## src/rtl/alu_seq.sv

```systemverilog
`default_nettype none
// +------------------------------------------------------------------------+
// | alu_seq: handshaked EX-stage ALU, NZCV flags, multi-cycle MUL / UDIV.  |
// | Optional macro ALU_SEQ_SDIV_EN enables SDIV on opcode 1011.            |
// | Rev 1.0                                                                |
// +------------------------------------------------------------------------+
module alu_seq #(
  parameter int WIDTH = 64,
  parameter int CNT_W = $clog2(WIDTH) + 1
) (
  input  logic             clk,
  input  logic             rst,
  input  logic             in_valid,
  output logic             in_ready,
  input  logic [WIDTH-1:0] a,
  input  logic [WIDTH-1:0] b,
  input  logic [3:0]       alu_ctl,
  input  logic             set_flags,
  output logic             out_valid,
  input  logic             out_ready,
  output logic [WIDTH-1:0] result,
  output logic [3:0]       flags,
  output logic             illegal
);

  typedef enum logic [1:0] {
    S_IDLE = 2'd0,
    S_MUL  = 2'd1,
    S_DIV  = 2'd2,
    S_DONE = 2'd3
  } state_t;

  localparam int MSB = WIDTH - 1;

  localparam logic [3:0] OP_AND  = 4'b0000;
  localparam logic [3:0] OP_OR   = 4'b0001;
  localparam logic [3:0] OP_ADD  = 4'b0010;
  localparam logic [3:0] OP_LSL  = 4'b0011;
  localparam logic [3:0] OP_LSR  = 4'b0100;
  localparam logic [3:0] OP_SUB  = 4'b0110;
  localparam logic [3:0] OP_PASS = 4'b0111;
  localparam logic [3:0] OP_MUL  = 4'b1000;
  localparam logic [3:0] OP_UDIV = 4'b1001;
  localparam logic [3:0] OP_EOR  = 4'b1010;
  localparam logic [3:0] OP_NOR  = 4'b1100;
`ifdef ALU_SEQ_SDIV_EN
  localparam logic [3:0] OP_SDIV = 4'b1011;
`endif

  localparam logic [CNT_W-1:0] CNT_LOAD = CNT_W'(WIDTH);
  localparam logic [CNT_W-1:0] CNT_ONE  = CNT_W'(1);

  state_t state, state_nx;

  logic             accept;
  logic [CNT_W-1:0] cnt;
  logic             last_iter;
  logic             sf_q;
  // Shared iteration registers: MUL uses acc/multiplicand/multiplier,
  // divide uses remainder/divisor/dividend-becoming-quotient.
  logic [WIDTH-1:0] x, y, z;
  logic [WIDTH-1:0] x_step, y_step, z_step;

  logic             is_mul, is_div, sc_legal, one_shot, b_nz;
  logic [WIDTH-1:0] sc_res;
  logic             sc_c, sc_v;
  logic [WIDTH:0]   sum, diff;
  logic [CNT_W-2:0] shamt;
  logic             shamt_ovf;
  logic [WIDTH:0]   div_sh, div_trial;
  logic [WIDTH-1:0] div_a, div_b, quot, fin_res;

  assign in_ready  = (state == S_IDLE);
  assign out_valid = (state == S_DONE);
  assign accept    = in_valid & in_ready;
  assign last_iter = (cnt == CNT_ONE);
  assign b_nz      = (b != '0);

  assign sum       = {1'b0, a} + {1'b0, b};
  assign diff      = {1'b0, a} + {1'b0, ~b} + {{WIDTH{1'b0}}, 1'b1};
  assign shamt     = b[CNT_W-2:0];
  assign shamt_ovf = ({1'b0, shamt} >= CNT_LOAD);

`ifdef ALU_SEQ_SDIV_EN
  logic div_signed, neg_q;
  // Divide on magnitudes; the sign is restored when the quotient completes.
  assign div_a = (div_signed && a[MSB]) ? -a : a;
  assign div_b = (div_signed && b[MSB]) ? -b : b;
  assign quot  = neg_q ? -z_step : z_step;
`else
  assign div_a = a;
  assign div_b = b;
  assign quot  = z_step;
`endif

  always_comb begin
    sc_res   = '0;
    sc_c     = 1'b0;
    sc_v     = 1'b0;
    sc_legal = 1'b1;
    is_mul   = 1'b0;
    is_div   = 1'b0;
`ifdef ALU_SEQ_SDIV_EN
    div_signed = 1'b0;
`endif
    case (alu_ctl)
      OP_AND:  sc_res = a & b;
      OP_OR:   sc_res = a | b;
      OP_ADD: begin
        sc_res = sum[MSB:0];
        sc_c   = sum[WIDTH];
        sc_v   = (a[MSB] == b[MSB]) && (sum[MSB] != a[MSB]);
      end
      OP_LSL:  sc_res = shamt_ovf ? '0 : (a << shamt);
      OP_LSR:  sc_res = shamt_ovf ? '0 : (a >> shamt);
      OP_SUB: begin
        sc_res = diff[MSB:0];
        sc_c   = diff[WIDTH];
        sc_v   = (a[MSB] != b[MSB]) && (diff[MSB] != a[MSB]);
      end
      OP_PASS: sc_res = b;
      OP_EOR:  sc_res = a ^ b;
      OP_NOR:  sc_res = ~(a | b);
      OP_MUL:  is_mul = 1'b1;
      OP_UDIV: is_div = 1'b1;
`ifdef ALU_SEQ_SDIV_EN
      OP_SDIV: begin
        is_div     = 1'b1;
        div_signed = 1'b1;
      end
`endif
      default: sc_legal = 1'b0;
    endcase
  end

  // Divide by zero finishes immediately with result 0 like any one-cycle op.
  assign one_shot = sc_legal & ~is_mul & ~(is_div & b_nz);

  assign div_sh    = {x, z[MSB]};
  assign div_trial = div_sh - {1'b0, y};

  always_comb begin
    if (state == S_MUL) begin
      x_step = z[0] ? (x + y) : x;
      y_step = y << 1;
      z_step = z >> 1;
    end else begin
      x_step = div_trial[WIDTH] ? div_sh[MSB:0] : div_trial[MSB:0];
      y_step = y;
      z_step = {z[MSB-1:0], ~div_trial[WIDTH]};
    end
  end

  assign fin_res = (state == S_MUL) ? x_step : quot;

  always_ff @(posedge clk) begin
    if (rst) state <= S_IDLE;
    else     state <= state_nx;
  end

  always_comb begin
    state_nx = state;
    case (state)
      S_IDLE: begin
        if (accept) begin
          if (is_mul)              state_nx = S_MUL;
          else if (is_div && b_nz) state_nx = S_DIV;
          else                     state_nx = S_DONE;
        end
      end
      S_MUL, S_DIV: if (last_iter) state_nx = S_DONE;
      S_DONE:       if (out_ready) state_nx = S_IDLE;
      default:      state_nx = S_IDLE;
    endcase
  end

  always_ff @(posedge clk) begin
    if (rst) begin
      result  <= '0;
      flags   <= 4'b0000;
      illegal <= 1'b0;
      cnt     <= '0;
      sf_q    <= 1'b0;
      x       <= '0;
      y       <= '0;
      z       <= '0;
`ifdef ALU_SEQ_SDIV_EN
      neg_q   <= 1'b0;
`endif
    end else begin
      case (state)
        S_IDLE: begin
          if (accept) begin
            result  <= sc_res;
            illegal <= ~sc_legal;
            sf_q    <= set_flags;
            x       <= '0;
            if (is_mul) begin
              y   <= a;
              z   <= b;
              cnt <= CNT_LOAD;
            end else if (is_div) begin
              y   <= div_b;
              z   <= div_a;
              cnt <= CNT_LOAD;
`ifdef ALU_SEQ_SDIV_EN
              neg_q <= div_signed & (a[MSB] ^ b[MSB]);
`endif
            end
            if (one_shot && set_flags)
              flags <= {sc_res[MSB], (sc_res == '0), sc_c, sc_v};
          end
        end
        S_MUL, S_DIV: begin
          x   <= x_step;
          y   <= y_step;
          z   <= z_step;
          cnt <= cnt - CNT_ONE;
          if (last_iter) begin
            result <= fin_res;
            if (sf_q)
              flags <= {fin_res[MSB], (fin_res == '0), 2'b00};
          end
        end
        default: ;
      endcase
    end
  end

endmodule
`default_nettype wire

```

## config.mk

```make
export PLATFORM = sky130hd
export DESIGN_NAME = alu_seq
export DESIGN_NICKNAME = d
export VERILOG_FILES = /design/src/rtl/alu_seq.sv
export SDC_FILE = /design/constraint.sdc
export NUM_CORES = 2
export LEC_CHECK = 0
export CAP_MARGIN = 20
export CORE_MARGIN = 1.5
export CORE_UTILIZATION = 66
export DETAILED_ROUTE_END_ITERATION = 8
export HOLD_SLACK_MARGIN = 0.03
export PLACE_DENSITY = 0.95
export REMOVE_ABC_BUFFERS = 1
export SKIP_LAST_GASP = 1
export SYNTH_ARGS = -nofsm -noshare
export SYNTH_HDL_FRONTEND = slang
export SYNTH_SLANG_ARGS = --single-unit
```

## constraint.sdc

```tcl
create_clock -name clk -period 16.85 [get_ports clk]
set_input_delay 3.37 -clock clk [delete_from_list [all_inputs] [get_ports clk]]
set_output_delay 3.37 -clock clk [all_outputs]
set_load 0.02 [all_outputs]
```

==> flow_summary.ini, run 1 <==
[run_status]
status = did not finish
haltStage = 5_1_grt
stop_error = [ERROR GRT-0116] Global routing finished with congestion. Check the congestion regions in the DRC Viewer.

[placement]
gp_congestion = 1.57
hpwl_um = 155000
place.port_buffers = 207
place_ws_ns = 6.90

[synth]
synth.top_cell.area_share_pct = 12.1
synth-edff-count = 0
yosysUniqueCellTypes = 96
syn_area_mm2 = 0.0447
ys_ff_latch = 271
ys_top_cells_by_area = dfxtp_1, ha_1, a21oi_1
yosysWarnings = 0
synth-main-ff-cell = dfxtp_1
ys_async_sr_fraction_pct = 0
synth_seq_area_share_pct = 12.1
synth_area_leader_cell = dfxtp_1
postSynthAreaPerCell_um2 = 6.96
synth_most_common_cell = nand2_1
syn_inst = 6425
ys_top_cells_by_count = nand2_1, nor2_1, a21oi_1, clkbuf_1, o21ai_0

[clocking]
cts_sinks = 271
cts_setup_buffers = 0
cts_root_buf = clkbuf_16
cts_buffer_depth = 3
cts_hold_buf = 0
cts_resized = 0
cts_made_buffers = 28
htree_levels = 1

[floorplanning]
die_h_um = 263
die_width_um = 263
initial_core_util_pct = 66.6
std_cell_rows = 95
ios = 208

[global_route]
grt_pass1_vias = 57600
grt_pass1_wl_um = 375000
grt_max_degree = 258
grt_util_all_layers_pct = 71.9
grt-ovfl-total = 21
## kinds of logic after synthesis
family	after synthesis	synth area share, %
multiplexers	340	10.9
flip-flops	271	12.1
buffers and inverters	849	7.45
AND/OR/NAND/NOR	2082	21.1
AO/OA/AOI/OAI	2382	35.7
XOR/XNOR	156	3.05
adder cells (fa/ha/maj)	345	9.71
## per-stage QoR
| stage | area (µm²) | utilization, % | instances |
|---|---|---|---|
| 3_3_place_gp | 46600 | 69.4 | 7071 |
| 4_1_cts | 47600 | 70.9 | 7121 |
| 3_5_place_dp | 46600 | 69.4 | 7071 |
| 2_1_floorplan | 42600 | - | 5898 |
## per-layer routing
metal  track usage (%)  overflow
met1              71.8         4
met2              83.3         6
met3              65.9         2
met4              62.4         9
met5              49.6         0
==> inputs of run 2 (changes only) <==
--- a/config.mk
+++ b/config.mk
@@ -7,10 +7,9 @@
 export LEC_CHECK = 0
 export CAP_MARGIN = 20
 export CORE_MARGIN = 1.5
-export CORE_UTILIZATION = 66
+export CORE_UTILIZATION = 40
 export DETAILED_ROUTE_END_ITERATION = 8
-export HOLD_SLACK_MARGIN = 0.03
-export PLACE_DENSITY = 0.95
+export PLACE_DENSITY_LB_ADDON = 0.15
 export REMOVE_ABC_BUFFERS = 1
 export SKIP_LAST_GASP = 1
 export SYNTH_ARGS = -nofsm -noshare
==> run 2 against run 1 <==
The flow now finishes without violations. Synthesized cell count stayed put. Area after synthesis stayed put.
==> flow_summary.ini, run 2 <==
[run_status]
status = completed

[clocking]
htree_levels = 1
cts_hold_buf = 0
cts_root_buf = clkbuf_16
cts_setup_buffers = 0
clock_latency_ns = 0.62
path_clk_slew_ns = 0.07
cts_tree = yes
cts_resized = 0
cts_sinks = 271
cts_made_buffers = 31
cts_buffer_depth = 3

[drt]
ant_nets = 0
wire_per_inst_um = 34.8
avgViaCountPerCell = 7.03
firstDrtPassIters = 7
wirelength_um = 273000
via_count = 55200
drc = 0
dr.first_iter.drc_count = 8529

[synth]
synth.top_cell.area_share_pct = 12.1
synth_area_leader_cell = dfxtp_1
ys_top_cells_by_count = nand2_1, nor2_1, a21oi_1, clkbuf_1, o21ai_0
synth-edff-count = 0
synth_most_common_cell = nand2_1
syn_inst = 6425
yosysUniqueCellTypes = 96
ys_ff_latch = 271
synth-main-ff-cell = dfxtp_1
syn_area_mm2 = 0.0447
ys_async_sr_fraction_pct = 0
synth_seq_area_share_pct = 12.1
yosysWarnings = 0
ys_top_cells_by_area = dfxtp_1, ha_1, a21oi_1
postSynthAreaPerCell_um2 = 6.96

[final_layout]
mostFrequentLayoutCell = nand2_1
final_area_mm2 = 0.0492
nNetsFinal = 6803
drive_gt1_share_pct = 8.10
post-route-util_pct = 44.4
final_cell_mix = nand2_1, a21oi_1, nor2_1
fillCellCount = 11700
area_growth_syn_to_layout_pct = 9.96
final_cells = 7849

[global_route]
grt_pass1_vias = 49300
grt-ovfl-total = 0
grt_max_degree = 142
antenna_found_initial = 19
grt_util_all_layers_pct = 46.0
grt_pass1_wl_um = 378000

[sta]
hold_ws_ns = 0.453
period_minus_slack_ns = 10.12
fin_setup_tns_ns = 0
drv_slew = 0
hold_viol = 0
post-route-period-util_pct = 60.1
max_freq_ghz = 0.0988
finalSetupViolCount = 0
relSlewSlack_pct = 14.8
clock-skew-final_ns = 0.0357
rsz0062_at_grt = no
setup_ws_ns = 6.73
tightest_slew_ns = 1.24

[setup_path]
cp_max_fo = 13
cp_data_arrival_time_ns = 10.64
cp-start-kind = primary input
cp.required_ns = 17.37
crit_path_end_kind = register
crit_type = primary input to register

[pwr]
ir_drop_v = 0.000556
p_leak_nw = 18.8
fin_total_pwr_mw = 9.88
powerDensity_mw_per_mm2 = 201

[min_path]
hold_path.class = register to register

[floorplanning]
die_area_mm2 = 0.114
core-area_mm2 = 0.111
die_width_um = 337
std_cell_rows = 122
initial_core_util_pct = 40.4
die_h_um = 337
ios = 208

[placement]
place_ws_ns = 6.56
hpwl_um = 215000
place_inst = 7771
place_area_mm2 = 0.0481
place.port_buffers = 207
gp_congestion = 1.14

[flow_run]
max_cap_viol_count = 0
[run 2: cell families after synthesis]
kind of cell	after synthesis	synth area share (%)
muxes	340	10.9
xor gates and xnor gates	156	3.05
AOI/OAI and AO/OA	2382	35.7
and+or+nand+nor	2082	21.1
buffers and inverters	849	7.45
DFF	271	12.1
adders and majority gates	345	9.71
[run 2: final timing paths]
path,from,slack (ns),depth (start not counted),endpoint
worst max-delay path,a[9],6.73,18,flags[2]
worst min-delay path,result[28],0.45,2,result[28]
worst max register to register,state[0],10.18,18,flags[2]
worst min register to register,result[28],0.45,2,result[28]
[run 2: report_power, final]
group | leakage [nW] | internal, mW | total, mW | switching, mW
combinational | 16.0 | 2.69 | 7.93 | 5.24
sequential | 2.21 | 0.911 | 1.24 | 0.324
clock | 0.504 | 0.407 | 0.719 | 0.312
[run 2: area by class of cell]
cell class	count	area (µm²)	area share, %
diodes	17	42.5	0.0865
clock inverters	16	186	0.379
flip-flops and latches	271	5430	11.0
inverters	322	1210	2.47
clock buffers	40	860	1.75
multi-input cells	5305	36200	73.5
repair buffers	390	3430	6.98
well taps	1488	1860	3.78
[run 2: critical path, cell delays in order]
cell and delay, ns:
clkdlybuf4s50_1 0.90, inv_1 0.15, ha_1 0.61, nor2b_1 0.11, nor4_1 0.34, o2111ai_1 0.38, a311o_1 0.52, a2111oi_1 0.49
buf_4 0.22, o21ai_0 0.24, a211oi_1 0.85, o311ai_0 0.46, a211oi_1 0.37, mux2i_1 0.12, a21oi_1 0.80, nand3_1 0.15
o41a_1 0.47, o31ai_1 0.09
[run 2: per-layer routing]
layer  vias to the layer above  GRT usage (%)  wire [µm]
met5                         -          0.468        123
met4                        10           25.6      18500
met3                       781           13.0      34500
met2                      3830           65.7     110000
met1                     26700           61.6     110000
li1                      23900              -          -
(Power assumes the default switching activity.)
